File: src/rtl/slot_pkg.sv
// slot_pkg: shared constants, types and address-decode helpers for the
// slot_router virtual slot controller.
package slot_pkg;

  // Apple II slot I/O map anchors
  localparam logic [15:0] SLOT_IO_BASE  = 16'hC000;
  localparam logic [15:0] SLOT_DEV_BASE = 16'hC080;
  localparam logic [15:0] C8_BASE       = 16'hC800;
  localparam logic [15:0] C8_RELEASE    = 16'hCFFF;

  typedef logic [2:0] slot_idx_t;

  // Config-write deferral: idle (ready), holding a deferred write,
  // and one recovery cycle after the commit before ready returns.
  typedef enum logic [1:0] {
    CFG_IDLE,
    CFG_PENDING,
    CFG_RECOVER
  } cfg_state_t;

  // $C100-$C7FF: per-slot $Cnxx ROM page (slot 0 has no page)
  function automatic logic is_io_space(input logic [15:0] a);
    return ((a & 16'hF800) == SLOT_IO_BASE) && (a[10:8] != 3'd0);
  endfunction

  // $C090-$C0FF: per-slot 16-byte device register block
  function automatic logic is_dev_space(input logic [15:0] a);
    return ((a & 16'hFF80) == SLOT_DEV_BASE) && (a[6:4] != 3'd0);
  endfunction

  // $C800-$CFFF: shared expansion ROM window
  function automatic logic is_c8_space(input logic [15:0] a);
    return (a & 16'hF800) == C8_BASE;
  endfunction

endpackage

File: src/rtl/slot_c8_owner.sv
// slot_c8_owner: tracks which slot owns the shared $C800-$CFFF window.
// Only instantiated when SLOT_ROUTER_C8_OWNER_EN is defined.
module slot_c8_owner
  import slot_pkg::*;
(
  input  logic       clk_logic,
  input  logic       reset,
  input  logic       claim_en,
  input  logic [2:0] claim_slot,
  input  logic       release_en,
  input  logic       clear_en,
  input  logic [2:0] clear_slot,
  output logic [2:0] owner_o
);

  slot_idx_t owner_q;
  slot_idx_t owner_d;

  // Claim or release first, then a card-0 write to the resulting owner wins
  always_comb begin
    owner_d = owner_q;
    if (claim_en) begin
      owner_d = claim_slot;
    end else if (release_en) begin
      owner_d = '0;
    end
    if (clear_en && (owner_d == clear_slot)) begin
      owner_d = '0;
    end
  end

  // Owner register
  always_ff @(posedge clk_logic or posedge reset) begin
    if (reset) begin
      owner_q <= '0;
    end else begin
      owner_q <= owner_d;
    end
  end

  assign owner_o = owner_q;

endmodule

File: src/rtl/slot_router.sv
// slot_router: per-slot card table, I/OSELECT / DEVSELECT / I/OSTROBE decode
// and deferred configuration writes for the A2FPGA virtual slot bus.
// Optional feature macro: SLOT_ROUTER_C8_OWNER_EN enables $C8 window
// ownership tracking; without it I/OSTROBE is broadcast with no owner.
module slot_router
  import slot_pkg::*;
#(
  parameter int                          NUM_SLOTS  = 8,
  parameter int                          CARD_W     = 8,
  parameter logic [NUM_SLOTS*CARD_W-1:0] SLOT_CARDS = '0
) (
  input  logic              clk_logic,
  input  logic              reset,
  input  logic              phi0_i,
  input  logic [15:0]       addr_i,
  input  logic              m2sel_n_i,
  input  logic              intcxrom_i,
  input  logic              intc8rom_i,
  input  logic [2:0]        cfg_slot_i,
  input  logic              cfg_wr_i,
  input  logic [CARD_W-1:0] cfg_card_i,
  output logic              cfg_ready_o,
  output logic [CARD_W-1:0] cfg_card_o,
  output logic [2:0]        slot_sel_o,
  output logic [CARD_W-1:0] slot_card_o,
  output logic              slot_ioselect_n_o,
  output logic              slot_devselect_n_o,
  output logic              slot_iostrobe_n_o,
  output logic [2:0]        c8_owner_o
);

  // The table always has 8 entries so a 3-bit index never goes out of
  // range; entries at or above NUM_SLOTS reset to 0 and are never written.
  localparam int                PAD_W     = 8 * CARD_W;
  localparam logic [PAD_W-1:0]  CARDS_PAD = PAD_W'(SLOT_CARDS);
  localparam slot_idx_t         LAST_SLOT = slot_idx_t'(NUM_SLOTS - 1);

  logic [CARD_W-1:0] card_table [8];

  cfg_state_t        cfg_state;
  cfg_state_t        cfg_state_next;
  slot_idx_t         pend_slot;
  logic [CARD_W-1:0] pend_card;

  logic              phi0_q;
  logic              acc_q;
  logic [15:0]       addr_q;
  slot_idx_t         owner;

  logic              live;
  logic              eoc;
  logic              accept;
  logic              slot_in_range;
  logic              defer;
  logic              direct_wr;
  logic              commit;
  logic              wr_en;
  slot_idx_t         wr_slot;
  logic [CARD_W-1:0] wr_card;

  // A slot decodes only if it exists, is not slot 0, and holds a card
  function automatic logic slot_enabled(input slot_idx_t n);
    return (n != '0) && (n <= LAST_SLOT) && (card_table[n] != '0);
  endfunction

  assign live = phi0_i & ~m2sel_n_i;
  assign eoc  = phi0_q & ~phi0_i;

  // Zero-latency select decode from the bus inputs and current state
  always_comb begin
    slot_sel_o         = '0;
    slot_ioselect_n_o  = 1'b1;
    slot_devselect_n_o = 1'b1;
    slot_iostrobe_n_o  = 1'b1;
    if (live) begin
      if (is_io_space(addr_i)) begin
        if (!intcxrom_i && slot_enabled(addr_i[10:8])) begin
          slot_sel_o        = addr_i[10:8];
          slot_ioselect_n_o = 1'b0;
        end
      end else if (is_dev_space(addr_i)) begin
        if (slot_enabled(addr_i[6:4])) begin
          slot_sel_o         = addr_i[6:4];
          slot_devselect_n_o = 1'b0;
        end
      end else if (is_c8_space(addr_i) && !intcxrom_i && !intc8rom_i) begin
`ifdef SLOT_ROUTER_C8_OWNER_EN
        if (owner != '0) begin
          slot_sel_o        = owner;
          slot_iostrobe_n_o = 1'b0;
        end
`else
        slot_iostrobe_n_o = 1'b0;
`endif
      end
    end
  end

  assign slot_card_o = (slot_sel_o != '0) ? card_table[slot_sel_o] : '0;

  // A write aimed at the slot that is on the bus right now waits for the
  // end of the bus cycle so the card never sees its ID change mid-access.
  assign cfg_ready_o   = (cfg_state == CFG_IDLE);
  assign accept        = cfg_wr_i & cfg_ready_o;
  assign slot_in_range = (cfg_slot_i <= LAST_SLOT);
  assign defer         = accept & slot_in_range & (slot_sel_o != '0) &
                         (cfg_slot_i == slot_sel_o);
  assign direct_wr     = accept & slot_in_range & ~defer;
  assign commit        = (cfg_state == CFG_PENDING) & eoc;

  assign wr_en   = direct_wr | commit;
  assign wr_slot = commit ? pend_slot : cfg_slot_i;
  assign wr_card = commit ? pend_card : cfg_card_i;

  // Deferral state: next-state decode
  always_comb begin
    cfg_state_next = cfg_state;
    case (cfg_state)
      CFG_IDLE:    if (defer) cfg_state_next = CFG_PENDING;
      CFG_PENDING: if (eoc)   cfg_state_next = CFG_RECOVER;
      CFG_RECOVER: cfg_state_next = CFG_IDLE;
      default:     cfg_state_next = CFG_IDLE;
    endcase
  end

  // Deferral state register
  always_ff @(posedge clk_logic or posedge reset) begin
    if (reset) begin
      cfg_state <= CFG_IDLE;
    end else begin
      cfg_state <= cfg_state_next;
    end
  end

  // One-entry pending buffer for deferred writes
  always_ff @(posedge clk_logic or posedge reset) begin
    if (reset) begin
      pend_slot <= '0;
      pend_card <= '0;
    end else if (defer) begin
      pend_slot <= cfg_slot_i;
      pend_card <= cfg_card_i;
    end
  end

  // Card table: reloads the build-time cards on reset, else direct or committed writes
  always_ff @(posedge clk_logic or posedge reset) begin
    if (reset) begin
      for (int i = 0; i < 8; i++) begin
        card_table[i] <= CARDS_PAD[i*CARD_W +: CARD_W];
      end
    end else if (wr_en) begin
      card_table[wr_slot] <= wr_card;
    end
  end

  // Registered table read; sees the table before any same-edge write
  always_ff @(posedge clk_logic or posedge reset) begin
    if (reset) begin
      cfg_card_o <= '0;
    end else begin
      cfg_card_o <= slot_in_range ? card_table[cfg_slot_i] : '0;
    end
  end

  // Bus-cycle tracking: phase history plus the last live address
  always_ff @(posedge clk_logic or posedge reset) begin
    if (reset) begin
      phi0_q <= 1'b0;
      acc_q  <= 1'b0;
      addr_q <= '0;
    end else begin
      phi0_q <= phi0_i;
      if (live) begin
        addr_q <= addr_i;
        acc_q  <= 1'b1;
      end else if (eoc) begin
        acc_q  <= 1'b0;
      end
    end
  end

`ifdef SLOT_ROUTER_C8_OWNER_EN
  logic claim_en;
  logic release_en;
  logic clear_en;

  // Claim uses the table as it stood before any same-edge commit
  assign claim_en   = eoc & acc_q & is_io_space(addr_q) & ~intcxrom_i &
                      slot_enabled(addr_q[10:8]);
  assign release_en = eoc & acc_q & (addr_q == C8_RELEASE);
  assign clear_en   = wr_en & (wr_card == '0);

  slot_c8_owner u_c8_owner (
    .clk_logic  (clk_logic),
    .reset      (reset),
    .claim_en   (claim_en),
    .claim_slot (addr_q[10:8]),
    .release_en (release_en),
    .clear_en   (clear_en),
    .clear_slot (wr_slot),
    .owner_o    (owner)
  );
`else
  logic unused_capture;

  assign owner          = '0;
  assign unused_capture = ^{addr_q, acc_q};
`endif

  assign c8_owner_o = owner;

endmodule

File: config.mk
export PLATFORM = sky130hd
export DESIGN_NAME = slot_router
export DESIGN_NICKNAME = d
export VERILOG_FILES = /design/src/rtl/slot_pkg.sv /design/src/rtl/slot_c8_owner.sv /design/src/rtl/slot_router.sv
export SDC_FILE = /design/constraint.sdc
export NUM_CORES = 1
export LEC_CHECK = 0
export CAP_MARGIN = 20
export CORE_ASPECT_RATIO = 1.25
export CORE_MARGIN = 3
export CORE_UTILIZATION = 40
export DETAILED_ROUTE_END_ITERATION = 10
export SLEW_MARGIN = 20
export SYNTH_ARGS = -nofsm -noshare
export SYNTH_HDL_FRONTEND = slang
export SYNTH_SLANG_ARGS = --single-unit
File: constraint.sdc
create_clock -name clk_logic -period 4 [get_ports clk_logic]
set_input_delay 0.8 -clock clk_logic [delete_from_list [all_inputs] [get_ports clk_logic]]
set_output_delay 0.8 -clock clk_logic [all_outputs]
set_load 0.02 [all_outputs]
==> results of run 1 <==
-- logic make-up after synthesis --
logic type	after synthesis	share of synthesized area [%]
multiplexers	57	13.0
XOR/XNOR	1	0.146
other	1	0.0623
AND/OR/NAND/NOR	290	22.4
flip-flops	86	35.8
AO/OA/AOI/OAI	176	23.8
buffers and inverters	65	4.88
-- sequential cells by signal, summed over array words and instances (netlist names) --
register / count
card_table: 64
cfg_card_o: 8
cfg_state: 2
pend_card: 8
pend_slot: 3
phi0_q: 1
-- cell type report --
class,count,area (sq um),share of cell area (%)
inverter,13,50.0,0.621
clock buffer,12,256,3.18
clock inverter,4,52.6,0.652
tap,178,223,2.76
multi-input combinational,527,3810,47.2
sequential,86,2150,26.7
timing repair buffer,174,1520,18.8
-- per-stage QoR --
step / setup slack [ns] / setup TNS (ns)
2_1_floorplan: 0.133 / 0
3_3_place_gp: -0.946 / -27.84
3_5_place_dp: -0.980 / -33.18
4_1_cts: 0.0132 / 0
5_1_grt: 0.00784 / 0
6_report: 0.111 / 0
-- tightest hold or removal path: stages, from the launching register on --
cell and delay [ns]:
sky130_fd_sc_hd__dfrtp_1 0.36, sky130_fd_sc_hd__nand2_1 0.05, sky130_fd_sc_hd__nand2_1 0.05
-- how the worst max path moves through the flow --
stage	from	endpoint	slack [ns]	depth (start not counted)
3_3_place_gp	phi0_i	slot_card_o[2]	-0.95	12
3_5_place_dp	phi0_i	slot_card_o[3]	-0.98	12
4_1_cts	phi0_i	slot_card_o[6]	0.01	17
5_1_grt	card_table[8]$_DFFE_PP0P_	slot_card_o[6]	0.008	15
6_report	m2sel_n_i	slot_card_o[6]	0.11	15
2_1_floorplan	addr_i[4]	slot_card_o[0]	0.13	10
-- cell usage after synthesis, types with 4 or more instances --
library cell and instances:
sky130_fd_sc_hd__nand2_1 114, sky130_fd_sc_hd__nor2_1 98, sky130_fd_sc_hd__dfrtp_1 86, sky130_fd_sc_hd__o31a_1 56
sky130_fd_sc_hd__a22oi_1 47, sky130_fd_sc_hd__mux2i_1 32, sky130_fd_sc_hd__clkbuf_1 28, sky130_fd_sc_hd__nor3_1 20
sky130_fd_sc_hd__mux4_2 16, sky130_fd_sc_hd__inv_1 13, sky130_fd_sc_hd__a21oi_1 12, sky130_fd_sc_hd__nand3_1 11
sky130_fd_sc_hd__nor4_1 11, sky130_fd_sc_hd__o21ai_0 11, sky130_fd_sc_hd__buf_2 10, sky130_fd_sc_hd__a211oi_1 9
sky130_fd_sc_hd__a32oi_1 9, sky130_fd_sc_hd__mux2_2 9, sky130_fd_sc_hd__buf_1 7, sky130_fd_sc_hd__and2_1 5
sky130_fd_sc_hd__nor3_4 5, sky130_fd_sc_hd__o21ai_1 5, sky130_fd_sc_hd__buf_4 4, sky130_fd_sc_hd__nor2b_1 4
sky130_fd_sc_hd__nor4_2 4, sky130_fd_sc_hd__o31ai_1 4
-- repair_timing --
| item | in CTS | in global routing |
|---|---|---|
| pin swaps | 8 | 5 |
| endpoints found under the setup margin | 60 | 16 |
| buffers inserted | 6 | 1 |
| gates resized for setup | 81 | 28 |
| gates cloned | 2 | 0 |
-- layer usage --
metal / vias to the layer above / track usage, %
li1: 2780 / -
met1: 2968 / 34.1
met2: 314 / 45.9
met3: 68 / 3.22
met4: 0 / 16.1
met5: - / 0
-- power by group through the flow --
| stage | Combinational, mW | Clock (mW) | Sequential, mW |
|---|---|---|---|
| 2_1_floorplan | 0.365 | 0 | 1.17 |
| 3_3_place_gp | 0.774 | 0 | 1.15 |
| 3_5_place_dp | 0.787 | 0 | 1.15 |
| 4_1_cts | 0.793 | 0.901 | 1.14 |
| 5_1_grt | 0.868 | 0.926 | 1.19 |
| 6_report | 0.810 | 0.897 | 1.17 |
==> impl_metrics.xml, run 1 <==
<?xml version="1.0" encoding="UTF-8"?>
<metrics>
  <group name="floorplan">
    <metric name="die_width" unit="um">116</metric>
    <metric name="num_rows" unit="">49</metric>
    <metric name="pin_count" unit="">60</metric>
    <metric name="core-area" unit="sq um">14600</metric>
    <metric name="die_h" unit="um">143</metric>
    <metric name="fp.dieArea" unit="sq um">16600</metric>
    <metric name="start_util" unit="%">41.3</metric>
  </group>
  <group name="layout">
    <metric name="fin_cells" unit="">994</metric>
    <metric name="fillers" unit="">1341</metric>
    <metric name="diodes" unit="">0</metric>
    <metric name="areaGrowthSynthToFinish" unit="%">33.9</metric>
    <metric name="final_common_cell" unit="">sky130_fd_sc_hd__buf_4</metric>
    <metric name="most-common-layout-cells" unit="">115 x sky130_fd_sc_hd__buf_4, 113 x sky130_fd_sc_hd__nand2_1, 98 x sky130_fd_sc_hd__nor2_1, 86 x sky130_fd_sc_hd__dfrtp_1, 56 x sky130_fd_sc_hd__o31a_1</metric>
    <metric name="final_layout_size_suffix_gt1_share" unit="%">27.3</metric>
    <metric name="finish.utilization" unit="%">55.2</metric>
    <metric name="nNetsFinal" unit="">845</metric>
    <metric name="post-route-cell-area" unit="sq um">8060</metric>
  </group>
  <group name="yosys">
    <metric name="syn_inst" unit="">676</metric>
    <metric name="yosys_register_bits" unit="">86</metric>
    <metric name="synth.top_cells.by_area" unit="">sky130_fd_sc_hd__dfrtp_1 36%, sky130_fd_sc_hd__o31a_1 8.1%, sky130_fd_sc_hd__nand2_1 7.1%</metric>
    <metric name="seq_area_frac_synth" unit="%">35.8</metric>
    <metric name="syn-mean-instance-area" unit="sq um">8.90</metric>
    <metric name="synthArstFlopShare" unit="%">100</metric>
    <metric name="synth_cell_types" unit="">59</metric>
    <metric name="post_synth_top_area_cell" unit="">sky130_fd_sc_hd__dfrtp_1</metric>
    <metric name="ys.flop_type" unit="">sky130_fd_sc_hd__dfrtp_1</metric>
    <metric name="yosys_warnings" unit="">0</metric>
    <metric name="yosys.area.top_type_share" unit="%">35.8</metric>
    <metric name="synth_edf_count" unit="">0</metric>
    <metric name="mappedNetlistArea" unit="sq um">6020</metric>
  </group>
  <group name="clock_tree">
    <metric name="htreeDepth" unit="">3</metric>
    <metric name="clock_latency" unit="ns">0.35</metric>
    <metric name="tritoncts.num_buffers" unit="">9</metric>
    <metric name="cts_tree" unit="">built</metric>
    <metric name="post_cts_hold_buffer_count" unit="">0</metric>
    <metric name="clkSinkCount" unit="">86</metric>
    <metric name="cts_max_path_bufs" unit="">2</metric>
    <metric name="cts_root_buf" unit="">sky130_fd_sc_hd__clkbuf_16</metric>
    <metric name="clkSlewWorstSetupHoldPaths" unit="ns">0.07</metric>
  </group>
  <group name="route">
    <metric name="routedLengthMet1" unit="um">8430</metric>
    <metric name="num_vias" unit="">6130</metric>
    <metric name="detail-route-antenna-nets" unit="">0</metric>
    <metric name="wl_per_cell" unit="um">22.5</metric>
    <metric name="drt-vias-per-instance" unit="">6.17</metric>
    <metric name="dr.pass1.iters" unit="">6</metric>
    <metric name="route.top_layer_used" unit="">met4</metric>
    <metric name="drc" unit="">0</metric>
    <metric name="drt-initial-drc-count" unit="">655</metric>
    <metric name="postRouteWirelength" unit="um">22400</metric>
    <metric name="wl_met3" unit="um">1440</metric>
    <metric name="detailroute.wirelength.met2" unit="um">11200</metric>
  </group>
  <group name="setup_path">
    <metric name="critical_path.most_common_cell" unit="">sky130_fd_sc_hd__buf_4</metric>
    <metric name="slowest_cell_on_the_critical_path" unit="">sky130_fd_sc_hd__dlygate4sd2_1</metric>
    <metric name="longest_individual_stage_delay_on_the_worst_path" unit="ns">0.25</metric>
    <metric name="critPathLaunchType" unit="">primary input</metric>
    <metric name="r2r_end" unit="">card_table[12]$_DFFE_PP0P_</metric>
    <metric name="path_class" unit="">in -&gt; out</metric>
    <metric name="worst-r2r-cell-count" unit="">16</metric>
    <metric name="reg2reg_from" unit="">card_table[16]$_DFFE_PP0P_</metric>
    <metric name="critPathTopFamily" unit="">buffers and inverters</metric>
    <metric name="crit_path_end_kind" unit="">output pin</metric>
    <metric name="rrSetupSlack" unit="ns">0.23</metric>
    <metric name="required" unit="ns">3.20</metric>
    <metric name="critical_path_buf_inv_count" unit="">6</metric>
    <metric name="cp_cell_sequence" unit="">dlygate4sd2_1, nor2b_4, buf_4, and4_4, o2111ai_4, o21ai_2, a32oi_2, buf_6, buf_12, buf_16, mux2i_2, nor2_1, a21oi_2, o21ai_1, buf_4</metric>
    <metric name="critical_path_peak_fanout" unit="">5</metric>
    <metric name="data_arrival_time_of_the_critical_path" unit="ns">3.09</metric>
  </group>
  <group name="sta">
    <metric name="finalHoldViolations" unit="">0</metric>
    <metric name="worst_slew_pin_slew" unit="ns">1.00</metric>
    <metric name="final.period_utilization" unit="%">97.2</metric>
    <metric name="hold_slack" unit="ns">0.496</metric>
    <metric name="clock.fmax" unit="MHz">257</metric>
    <metric name="slew-limit-headroom" unit="%">32.5</metric>
    <metric name="maxSlewViolCount" unit="">0</metric>
    <metric name="setup_viol_count_final" unit="">0</metric>
    <metric name="time_the_final_worst_path_needs_with_i_o_delays_and_setup" unit="ns">3.89</metric>
    <metric name="rsz0062_at_grt" unit="">false</metric>
    <metric name="timing.clock.skew" unit="ns">0.0109</metric>
  </group>
  <group name="global_routing">
    <metric name="globalRouteTotalUtil" unit="%">27.5</metric>
    <metric name="gr-total-overflow" unit="">0</metric>
    <metric name="grt_pass1_vias" unit="">5966</metric>
    <metric name="maximum_number_of_pins_on_one_net_before_global_route_repair" unit="">57</metric>
    <metric name="grt_first_pass_wirelength" unit="um">34300</metric>
    <metric name="number_of_antenna_violations_at_the_first_check_in_global_routing" unit="">0</metric>
  </group>
  <group name="power">
    <metric name="power.share.clock" unit="%">31.2</metric>
    <metric name="p_seq_share" unit="%">40.7</metric>
    <metric name="power.internal" unit="mW">1.97</metric>
    <metric name="power.switching" unit="uW">909</metric>
    <metric name="power_density" unit="nW/um^2">357</metric>
    <metric name="worst_ir_drop_vdd" unit="V">0.000320</metric>
    <metric name="total_power_of_the_final_layout" unit="mW">2.88</metric>
    <metric name="leakage" unit="nW">3.34</metric>
    <metric name="power_switching_share" unit="%">31.6</metric>
    <metric name="part_of_the_total_power_dissipated_in_combinational_logic" unit="%">28.2</metric>
  </group>
  <group name="worst_hold_path">
    <metric name="hold_path_class" unit="">reg -&gt; reg</metric>
    <metric name="worstHoldPathCells" unit="">2</metric>
    <metric name="min-delay-start" unit="">pend_card[4]$_DFFE_PP0P_</metric>
    <metric name="holdPathEnd" unit="">pend_card[4]$_DFFE_PP0P_</metric>
  </group>
  <group name="run_status">
    <metric name="outcome" unit="">complete, no violations</metric>
  </group>
  <group name="flow_run">
    <metric name="drv_cap" unit="">0</metric>
  </group>
  <group name="placed_design">
    <metric name="hpwlAfterDp" unit="um">16800</metric>
    <metric name="place.detailed.instances" unit="">971</metric>
    <metric name="numPortBuffers" unit="">52</metric>
    <metric name="gp_routability_congestion" unit="">0.941</metric>
    <metric name="cell_area_after_placement" unit="sq um">7480</metric>
  </group>
</metrics>
No activity file was read; power rests on OpenSTA's default activity.
==> run 2, diff against run 1 <==
Settings changed: CORE_UTILIZATION 40 to 45, PLACE_DENSITY set to 0.65, SETUP_SLACK_MARGIN set to 0.1.
==> run 2 against run 1 <==
  * Via count grew 1.2%
  * Count of clock-buffer cells in the layout is 3 lower
  * Core utilization up 7.0 points
  * Die area shrank 11%
  * Power fell by 3.7%
  * Flip-flop and latch count unchanged
  * Sequential power is 3% higher
  * Hold slack worse by 0.0029 ns
  * Clock power fell by 8.5%
  * Register-to-register slack improved by 0.17 ns
  * Global-route usage increased by 3.0 points
  * Combinational power fell by 8.9%
==> impl_metrics.xml, run 2 (synthesized netlist as in run 1, its figures left out) <==
<?xml version="1.0" encoding="UTF-8"?>
<metrics>
  <group name="clock_tree">
    <metric name="clock_latency" unit="ns">0.34</metric>
    <metric name="cts_tree" unit="">built</metric>
    <metric name="clkSinkCount" unit="">86</metric>
    <metric name="cts_root_buf" unit="">sky130_fd_sc_hd__clkbuf_16</metric>
    <metric name="htreeDepth" unit="">3</metric>
    <metric name="cts_max_path_bufs" unit="">2</metric>
    <metric name="clkSlewWorstSetupHoldPaths" unit="ns">0.07</metric>
    <metric name="tritoncts.num_buffers" unit="">9</metric>
    <metric name="post_cts_hold_buffer_count" unit="">0</metric>
  </group>
  <group name="placed_design">
    <metric name="place.detailed.instances" unit="">948</metric>
    <metric name="hpwlAfterDp" unit="um">16300</metric>
    <metric name="numPortBuffers" unit="">52</metric>
    <metric name="gp_routability_congestion" unit="">0.938</metric>
    <metric name="place_worst_setup_slack" unit="ns">-0.761</metric>
    <metric name="cell_area_after_placement" unit="sq um">7350</metric>
  </group>
  <group name="sta">
    <metric name="time_the_final_worst_path_needs_with_i_o_delays_and_setup" unit="ns">3.81</metric>
    <metric name="slew-limit-headroom" unit="%">40.5</metric>
    <metric name="final.period_utilization" unit="%">95.3</metric>
    <metric name="maxSlewViolCount" unit="">0</metric>
    <metric name="clock.fmax" unit="MHz">262</metric>
    <metric name="setup_viol_count_final" unit="">0</metric>
    <metric name="finalHoldViolations" unit="">0</metric>
    <metric name="hold_slack" unit="ns">0.493</metric>
    <metric name="post-route-worst-setup-slack" unit="ns">0.189</metric>
    <metric name="setup_total_negative_slack" unit="ns">0</metric>
    <metric name="timing.clock.skew" unit="ns">0.00853</metric>
    <metric name="rsz0062_at_grt" unit="">false</metric>
    <metric name="worst_slew_pin_slew" unit="ns">0.885</metric>
  </group>
  <group name="power">
    <metric name="worst_ir_drop_vdd" unit="V">0.000262</metric>
    <metric name="total_power_of_the_final_layout" unit="mW">2.77</metric>
    <metric name="power_density" unit="nW/um^2">345</metric>
    <metric name="leakage" unit="nW">3.29</metric>
  </group>
  <group name="layout">
    <metric name="areaGrowthSynthToFinish" unit="%">33.3</metric>
    <metric name="nNetsFinal" unit="">835</metric>
    <metric name="reg_top3" unit="">card_table x64, cfg_card_o x8, pend_card x8</metric>
    <metric name="fillers" unit="">1098</metric>
    <metric name="final_layout_size_suffix_gt1_share" unit="%">28.3</metric>
    <metric name="multiInputGateArea" unit="sq um">3880</metric>
    <metric name="fin_cells" unit="">974</metric>
    <metric name="diodes" unit="">0</metric>
    <metric name="most-common-layout-cells" unit="">113 x sky130_fd_sc_hd__nand2_1, 103 x sky130_fd_sc_hd__buf_4, 97 x sky130_fd_sc_hd__nor2_1, 82 x sky130_fd_sc_hd__dfrtp_1, 56 x sky130_fd_sc_hd__o31a_1</metric>
    <metric name="post-route-cell-area" unit="sq um">8020</metric>
    <metric name="layout.area.seq" unit="sq um">2160</metric>
    <metric name="final_common_cell" unit="">sky130_fd_sc_hd__nand2_1</metric>
    <metric name="max_reg_flops" unit="">64</metric>
    <metric name="registers.top_by_ff_count" unit="">card_table</metric>
    <metric name="finish.utilization" unit="%">62.2</metric>
  </group>
  <group name="run_status">
    <metric name="outcome" unit="">complete, no violations</metric>
  </group>
  <group name="route">
    <metric name="detail-route-antenna-nets" unit="">0</metric>
    <metric name="postRouteWirelength" unit="um">22200</metric>
    <metric name="drt-vias-per-instance" unit="">6.37</metric>
    <metric name="drt-initial-drc-count" unit="">720</metric>
    <metric name="wl_per_cell" unit="um">22.8</metric>
    <metric name="drc" unit="">0</metric>
    <metric name="dr.pass1.iters" unit="">6</metric>
    <metric name="num_vias" unit="">6206</metric>
  </group>
  <group name="worst_hold_path">
    <metric name="hold_path_class" unit="">reg -&gt; reg</metric>
    <metric name="min-delay-start" unit="">pend_card[2]$_DFFE_PP0P_</metric>
    <metric name="holdPathEnd" unit="">pend_card[2]$_DFFE_PP0P_</metric>
    <metric name="worstHoldPathCells" unit="">2</metric>
  </group>
  <group name="setup_path">
    <metric name="reg2reg_from" unit="">card_table[20]$_DFFE_PP0P_</metric>
    <metric name="cp_cell_sequence" unit="">clkdlybuf4s15_1, nand2b_1, a21oi_1, o311ai_4, o21ai_2, a32oi_2, buf_4, buf_6, mux2i_1, nand2_1, nand3_1, o21ai_1, buf_4</metric>
    <metric name="r2r_end" unit="">card_table[37]$_DFFE_PP0P_</metric>
    <metric name="critical_path.most_common_cell" unit="">sky130_fd_sc_hd__buf_4</metric>
    <metric name="critical_path_buf_inv_count" unit="">4</metric>
    <metric name="rrSetupSlack" unit="ns">0.40</metric>
    <metric name="slowest_cell_on_the_critical_path" unit="">sky130_fd_sc_hd__o311ai_4</metric>
    <metric name="worst-r2r-cell-count" unit="">16</metric>
    <metric name="critPathTopFamily" unit="">compound AO/OA/AOI/OAI gates</metric>
    <metric name="critical_path_peak_fanout" unit="">8</metric>
    <metric name="required" unit="ns">3.20</metric>
    <metric name="data_arrival_time_of_the_critical_path" unit="ns">3.01</metric>
    <metric name="crit_path_end_kind" unit="">output pin</metric>
    <metric name="critPathLaunchType" unit="">primary input</metric>
    <metric name="path_class" unit="">in -&gt; out</metric>
    <metric name="longest_individual_stage_delay_on_the_worst_path" unit="ns">0.38</metric>
  </group>
  <group name="global_routing">
    <metric name="grt_first_pass_wirelength" unit="um">34100</metric>
    <metric name="grt_pass1_vias" unit="">6028</metric>
    <metric name="maximum_number_of_pins_on_one_net_before_global_route_repair" unit="">87</metric>
    <metric name="globalRouteTotalUtil" unit="%">30.5</metric>
    <metric name="number_of_antenna_violations_at_the_first_check_in_global_routing" unit="">0</metric>
    <metric name="gr-total-overflow" unit="">0</metric>
  </group>
  <group name="floorplan">
    <metric name="fp.dieArea" unit="sq um">14800</metric>
    <metric name="die_width" unit="um">109</metric>
    <metric name="num_rows" unit="">46</metric>
    <metric name="die_h" unit="um">135</metric>
    <metric name="start_util" unit="%">46.7</metric>
    <metric name="core-area" unit="sq um">12900</metric>
    <metric name="pin_count" unit="">60</metric>
  </group>
  <group name="flow_run">
    <metric name="drv_cap" unit="">0</metric>
  </group>
</metrics>
==> run 2: cell types whose count changed in the layout (fill, tap and decap cells not counted), sizes merged <==
cell and delta:
dlygate4sd2 -2, inv +1, dlymetal6s2s +1, clkdlybuf4s15 +2
buf -10, clkinv +3, bufinv -1, clkbuf -4
==> run 2: area by class of cell <==
| type | instances | share of cell area [%] |
|---|---|---|
| clock inverter | 7 | 0.702 |
| inverter | 13 | 0.624 |
| tap | 168 | 2.62 |
| timing repair buffer | 164 | 18.0 |
| multi-input combinational | 527 | 48.3 |
| sequential | 86 | 26.9 |
| clock buffer | 9 | 2.81 |
==> run 2: how the worst max path moves through the flow <==
stage / start / endpoint / slack, ns / cells after the start
2_1_floorplan: addr_i[4] / slot_card_o[0] / 0.13 / 10
3_3_place_gp: phi0_i / slot_card_o[6] / -0.67 / 12
3_5_place_dp: phi0_i / slot_card_o[6] / -0.76 / 12
4_1_cts: addr_i[9] / slot_card_o[4] / 0.13 / 14
5_1_grt: card_table[48]$_DFFE_PP0P_ / slot_card_o[2] / 0.1 / 13
6_report: addr_i[4] / slot_card_o[3] / 0.19 / 13
==> run 2: per-layer routing <==
layer  global-route usage [%]  share of wire [%]  vias up
met5                        0                  0        -
met4                     15.0                5.6        0
met3                     4.01                6.2       72
met2                     50.4                 50      333
met1                     39.0                 38     3039
li1                         -                  -     2762
==> run 2: worst register-to-register path, delay by kind of cell (launching register included) <==
kind	cells	cell delay (ns)
and+or+nand+nor	2	0.74
DFF	1	0.39
AOI/OAI and AO/OA	7	1.26
buffers and inverters	7	1.14
==> run 2: timing repair <==
action                                  4_1_cts  5_1_grt
gates resized for setup                      88       50
endpoints found under the setup margin       30       11
gates cloned                                  3        0
setup buffers                                 4        3
pin swaps                                    10       15
==> run 2: power breakdown <==
part / switching, mW / internal [mW] / total, mW
Sequential: 0.188 / 1.02 / 1.21
Combinational: 0.350 / 0.387 / 0.738
Clock: 0.391 / 0.431 / 0.821
